==> src/rtl/rr_mux_reg_pkg.sv <==
// Shared definitions for the rr_mux_reg block.
//   MODE_FIXED / MODE_RR : values of the 'mode' input
//   clog2()              : ceiling log2 for index widths; usable in parameter defaults
package rr_mux_reg_pkg;

  localparam logic MODE_FIXED = 1'b0;
  localparam logic MODE_RR    = 1'b1;

  function automatic int clog2(input int v);
    int r;
    r = 0;
    while ((1 << r) < v) r++;
    return r;
  endfunction

endpackage

==> src/rtl/rr_mux_reg_arbiter.sv <==
// Round-robin arbiter with a registered last-grant pointer.
//   clk, rst_n : clock, async active-low reset
//   req        : per-channel request
//   advance    : move the pointer to the current grant (an accepted transfer)
//   gnt_oh     : one-hot grant
//   gnt_idx    : binary grant index
//   any_gnt    : at least one request is granted
// The search starts one past the last grant, so after reset (pointer =
// NUM_IN-1) channel 0 has first priority.
module rr_arbiter
  import rr_mux_reg_pkg::*;
#(
  parameter int NUM_IN = 4,
  parameter int SEL_W  = clog2(NUM_IN)
) (
  input  logic              clk,
  input  logic              rst_n,
  input  logic [NUM_IN-1:0] req,
  input  logic              advance,
  output logic [NUM_IN-1:0] gnt_oh,
  output logic [SEL_W-1:0]  gnt_idx,
  output logic              any_gnt
);

  logic [SEL_W-1:0] last_grant;

  always_comb begin
    int j;
    gnt_oh  = '0;
    gnt_idx = '0;
    any_gnt = 1'b0;
    j       = 0;
    for (int k = 1; k <= NUM_IN; k++) begin
      j = int'(last_grant) + k;
      if (j >= NUM_IN) j = j - NUM_IN;
      if (!any_gnt && req[j]) begin
        any_gnt    = 1'b1;
        gnt_idx    = SEL_W'(j);
        gnt_oh[j]  = 1'b1;
      end
    end
  end

  always_ff @(posedge clk or negedge rst_n) begin
    if (!rst_n)                  last_grant <= SEL_W'(NUM_IN - 1);
    else if (advance && any_gnt) last_grant <= gnt_idx;
  end

endmodule

==> src/rtl/rr_mux_reg.sv <==
// N-input, n-bit multiplexer with registered output and valid/ready on
// every input and on the output. Selection is either the external binary
// select (mode=0) or an internal round-robin arbiter (mode=1).
//   clk, rst_n   : clock, async active-low reset
//   in_data      : packed channels, channel i at [i*n +: n]
//   in_valid     : per-channel valid
//   in_ready     : per-channel ready (combinational, never depends on in_data)
//   mode         : 0 = fixed select via bs, 1 = round-robin
//   bs           : binary select for fixed mode
//   out_data     : registered selected word
//   out_sel      : index of the channel that produced out_data
//   out_valid    : out_data holds a valid word
//   out_ready    : consumer ready
module rr_mux_reg
  import rr_mux_reg_pkg::*;
#(
  parameter int n      = 8,
  parameter int NUM_IN = 4,
  parameter int SEL_W  = clog2(NUM_IN)
) (
  input  logic                clk,
  input  logic                rst_n,
  input  logic [NUM_IN*n-1:0] in_data,
  input  logic [NUM_IN-1:0]   in_valid,
  output logic [NUM_IN-1:0]   in_ready,
  input  logic                mode,
  input  logic [SEL_W-1:0]    bs,
  output logic [n-1:0]        out_data,
  output logic [SEL_W-1:0]    out_sel,
  output logic                out_valid,
  input  logic                out_ready
);

  logic [NUM_IN-1:0] rr_oh;
  logic [SEL_W-1:0]  rr_idx;
  logic              rr_any;

  logic [NUM_IN-1:0] gnt_oh;
  logic [SEL_W-1:0]  gidx;
  logic [n-1:0]      sel_data;
  logic              load;
  logic              take;
  logic              advance;

  // Register can accept a new word when empty or when its word leaves now.
  assign load = !out_valid || out_ready;

  rr_arbiter #(.NUM_IN(NUM_IN), .SEL_W(SEL_W)) u_arb (
    .clk     (clk),
    .rst_n   (rst_n),
    .req     (in_valid),
    .advance (advance),
    .gnt_oh  (rr_oh),
    .gnt_idx (rr_idx),
    .any_gnt (rr_any)
  );

  // Grant: in fixed mode an out-of-range bs matches no channel, so no grant.
  always_comb begin
    gnt_oh = '0;
    gidx   = '0;
    if (mode == MODE_RR) begin
      if (rr_any) begin
        gnt_oh = rr_oh;
        gidx   = rr_idx;
      end
    end else begin
      gidx = bs;
      for (int i = 0; i < NUM_IN; i++) gnt_oh[i] = (int'(bs) == i);
    end
  end

  // Ready is held low during reset so producers never see a phantom accept.
  assign in_ready = (rst_n && load) ? gnt_oh : '0;

  // A word is captured only when the granted channel actually has data;
  // in fixed mode the selected channel may be idle.
  assign take    = |(gnt_oh & in_valid);
  assign advance = (mode == MODE_RR) && take && load;

  always_comb begin
    sel_data = '0;
    for (int i = 0; i < NUM_IN; i++)
      if (gnt_oh[i]) sel_data = in_data[i*n +: n];
  end

  always_ff @(posedge clk or negedge rst_n) begin
    if (!rst_n) begin
      out_valid <= 1'b0;
      out_data  <= '0;
      out_sel   <= '0;
    end else if (load) begin
      out_valid <= take;
      if (take) begin
        out_data <= sel_data;
        out_sel  <= gidx;
      end
    end
  end

endmodule

==> config.mk <==
export PLATFORM = sky130hd
export DESIGN_NAME = rr_mux_reg
export DESIGN_NICKNAME = d
export VERILOG_FILES = /design/src/rtl/rr_mux_reg_pkg.sv /design/src/rtl/rr_mux_reg_arbiter.sv /design/src/rtl/rr_mux_reg.sv
export SDC_FILE = /design/constraint.sdc
export NUM_CORES = 1
export LEC_CHECK = 0
export CAP_MARGIN = 40
export CORE_MARGIN = 4
export CORE_UTILIZATION = 46
export CTS_BUF_LIST = sky130_fd_sc_hd__clkbuf_4 sky130_fd_sc_hd__clkbuf_8
export CTS_CLUSTER_DIAMETER = 80
export DETAILED_ROUTE_END_ITERATION = 10
export PLACE_DENSITY = 0.83
export SETUP_SLACK_MARGIN = 0.02
export SYNTH_ARGS = -nofsm -noshare
export SYNTH_HDL_FRONTEND = slang
export SYNTH_HIERARCHICAL = 1
export SYNTH_SLANG_ARGS = --single-unit
==> constraint.sdc <==
create_clock -name clk -period 4.7 [get_ports clk]
set_input_delay 0.94 -clock clk [delete_from_list [all_inputs] [get_ports clk]]
set_output_delay 0.94 -clock clk [all_outputs]
set_load 0.05 [all_outputs]
==> results.cfg <==
[drt]
detail_route.wl_per_cell_um = 17.4
routed_via_density = 6.16
final_antenna_net_count = 0
detail_route.drc_violations = 0
drt_first_iter_violations = 165
vias = 1699
dr.pass1.iters = 4
routed_wl_um = 4800

[worst_setup_path]
regToRegStartpoint = u_arb/last_grant[0]
worst-r2r-cell-count = 11
cp_data_required_time_ns = 3.76
setup.worst_path.end_class = output port
regToRegEndpoint = u_arb/last_grant[1]
crit_arrival_ns = 3.62
r2r_slack_ns = 0.55
critical_path.max_fanout = 8
critical_path_class = in -> out
startpoint_type_of_the_worst_setup_path = input pin

[global_routing]
grt_pass1_wl_um = 7470
overflow = 0
via_count_of_the_first_global_routing_pass = 1581
total_routing_resource_utilization_after_global_routing_pct = 21.7
antenna_found_initial = 0
grt_max_degree = 26

[power_and_ir_drop]
power.internal_w = 0.000734
netSwitchingPower_w = 0.000810
power_switching_share_pct = 52.5
irDropWorstVdd_mv = 0.399
share_comb_of_total_power_pct = 79.0
power.density_nw_per_um2 = 700
share_seq_of_total_power_pct = 16.2
leakagePower_nw = 0.888
power.clock.fraction_pct = 4.8

[yosys]
ys_seq_elements = 13
netlist-cell-type-count = 42
synth_async_sr_flop_share_pct = 100
synth.net_count = 227
synthDominantAreaCellType = dfrtp_1
synthCells = 177
predominant_post_synthesis_flop_cell = dfrtp_1
synth_enable_flop_cells = 0
synth.top_cells.by_area = dfrtp_1 (18%), ha_1 (6.5%), nand4_1 (6.5%)
seq_area_frac_synth_pct = 21.3
syn-cell-area_um2 = 1540
post_synth.cell_area_avg_um2 = 8.71
ys_warn_count = 6
netlist.area_leader.share_pct = 17.9

[cells_and_area]
antennaDiodeCount = 0
utilization_pct = 70.6
mostFrequentLayoutCell = clkdlybuf4s50_1
layout.cells.non_filler = 276
layout-drive-gt1-share_pct = 11.6
area.growth.synth_to_final_pct = 43.2
layout.cells.most_common_list = clkdlybuf4s50_1 (52), nand4_1 (16), a21oi_1 (13)
final_net_count = 283
final_area_um2 = 2210

[cts]
cts_buffer_depth = 2
clock_insertion_delay_worst_skew_ns = 0.28
cts_max_level = 1
number_of_buffers_created_by_cts = 3
worst_setup_hold_path_clk_slew_ns = 0.08
cts.sinks = 13
cts_root_buffer = clkbuf_4
cts-hold-fix-buffers = 0
tritoncts = yes

[floorplanning]
die_y_um = 65.9
die_w_um = 65.9
floorplan.io_pins = 57
initial_core_util_pct = 49.3
row_count = 20
fp.dieArea_um2 = 4340
coreArea_um2 = 3130

[timing]
slew_headroom_pct = 54.0
timing_max_transition_violations_final = 0
grt_setup_unrepaired = no
layout_min_cycle_time_ns = 4.56
setup_viol = 0
timing_worst_slew_pin_value_ns = 0.688
final_min_period_over_clock_period_pct = 96.9
max_freq_mhz = 219
timing.final.hold_violations = 0
tns_ns = 0
skew_ns = 0.00117

[placement]
detailedPlacementHpwl_um = 3760
numPortBuffers = 56
post_dp_area_um2 = 2170
globalplace.congestion = 0.913
number_of_placed_instances_taps_included = 271

[run_status]
result_of_the_run = finished clean

[job]
max_cap_viol_count = 0

[worst_hold_path]
whs_path_depth = 2
min_path_type = reg -> reg
min_from = out_data[1]
hold_path_end = out_data[1]
power by group through the flow:
| stage | registers (W) | logic (W) | clock network, W |
|---|---|---|---|
| 2_1_floorplan | 0.000393 | 0.000678 | 0 |
| 3_5_place_dp | 0.000248 | 0.00120 | 0 |
| 4_1_cts | 0.000245 | 0.00120 | 0.0000772 |
| 5_1_grt | 0.000259 | 0.00130 | 0.0000822 |
| 3_3_place_gp | 0.000241 | 0.00116 | 0 |
| 6_report | 0.000250 | 0.00122 | 0.0000746 |
metal layers:
layer / share of wire (%) / wire [um] / global-route usage [%]
met1: 43 / 2070 / 28.0
met2: 47 / 2250 / 37.2
met3: 9.1 / 439 / 5.10
met4: 0.81 / 39 / 3.37
met5: 0 / 0 / 0
how the worst max path moves through the flow:
| stage | slack, ns | start | to | depth (start not counted) |
|---|---|---|---|---|
| 2_1_floorplan | 0.14 | u_arb/last_grant[0] | in_ready[2] | 11 |
| 3_3_place_gp | 0.32 | in_valid[3] | in_ready[3] | 8 |
| 3_5_place_dp | 0.20 | in_valid[1] | in_ready[3] | 8 |
| 4_1_cts | 0.07 | u_arb/last_grant[0] | in_ready[3] | 9 |
| 5_1_grt | 0.05 | in_valid[3] | in_ready[0] | 8 |
| 6_report | 0.14 | in_valid[1] | in_ready[3] | 8 |
cells by family after synthesis:
group,share of synthesized area (%)
AOI/OAI and AO/OA,28.4
xor gates and xnor gates,0.568
adders and majority gates,6.49
buffers and inverters,7.22
DFF,21.3
muxes,9.42
and+or+nand+nor,26.6
synth_stat cells (all sizes together) (2+ instances only):
library cell  number
a21boi            10
a21oi             13
a221oi             4
a22oi              2
a32o               2
a32oi              8
and2               4
buf                7
clkbuf             7
dfrtp             11
dfstp              2
ha                 8
inv               12
mux2i              4
mux4               4
nand2              7
nand2b             3
nand3              2
nand4             16
nor2               4
nor2b              8
nor3               2
o21ai              7
o221ai             8
or3                2
or4bb              8
final cells by class:
cell class | count | area (um2)
Timing Repair Buffer | 65 | 643
Sequential cell | 13 | 332
Clock buffer | 4 | 30.0
Tap cell | 44 | 55.1
Fill cell | 247 | 921
Inverter | 12 | 45.0
Multi-Input combinational cell | 138 | 1100
stage by stage:
step	hold WS (ns)	setup WS (ns)	power, W
2_1_floorplan	0.605	0.140	0.00107
3_3_place_gp	0.501	0.324	0.00140
3_5_place_dp	0.509	0.203	0.00144
4_1_cts	0.519	0.0710	0.00152
5_1_grt	0.544	0.0457	0.00164
6_report	0.521	0.144	0.00154
state kept, by name, indices dropped and copies added (netlist names):
register,count
out_data,8
out_sel,2
out_valid,1
u_arb/last_grant,2
timing repair:
action / in CTS / in global routing
setup buffers: 0 / 1
gates resized for setup: 0 / 1
endpoints found under the setup margin: 0 / 4
critical path, cell delays in order:
cell	delay, ns
clkdlybuf4s50_1	0.54
mux4_2	0.62
nor2b_1	0.37
a221oi_1	0.13
o21ai_0	0.44
a22oi_1	0.20
nor2_1	0.16
buf_4	0.22
(Power assumes the default switching activity.)
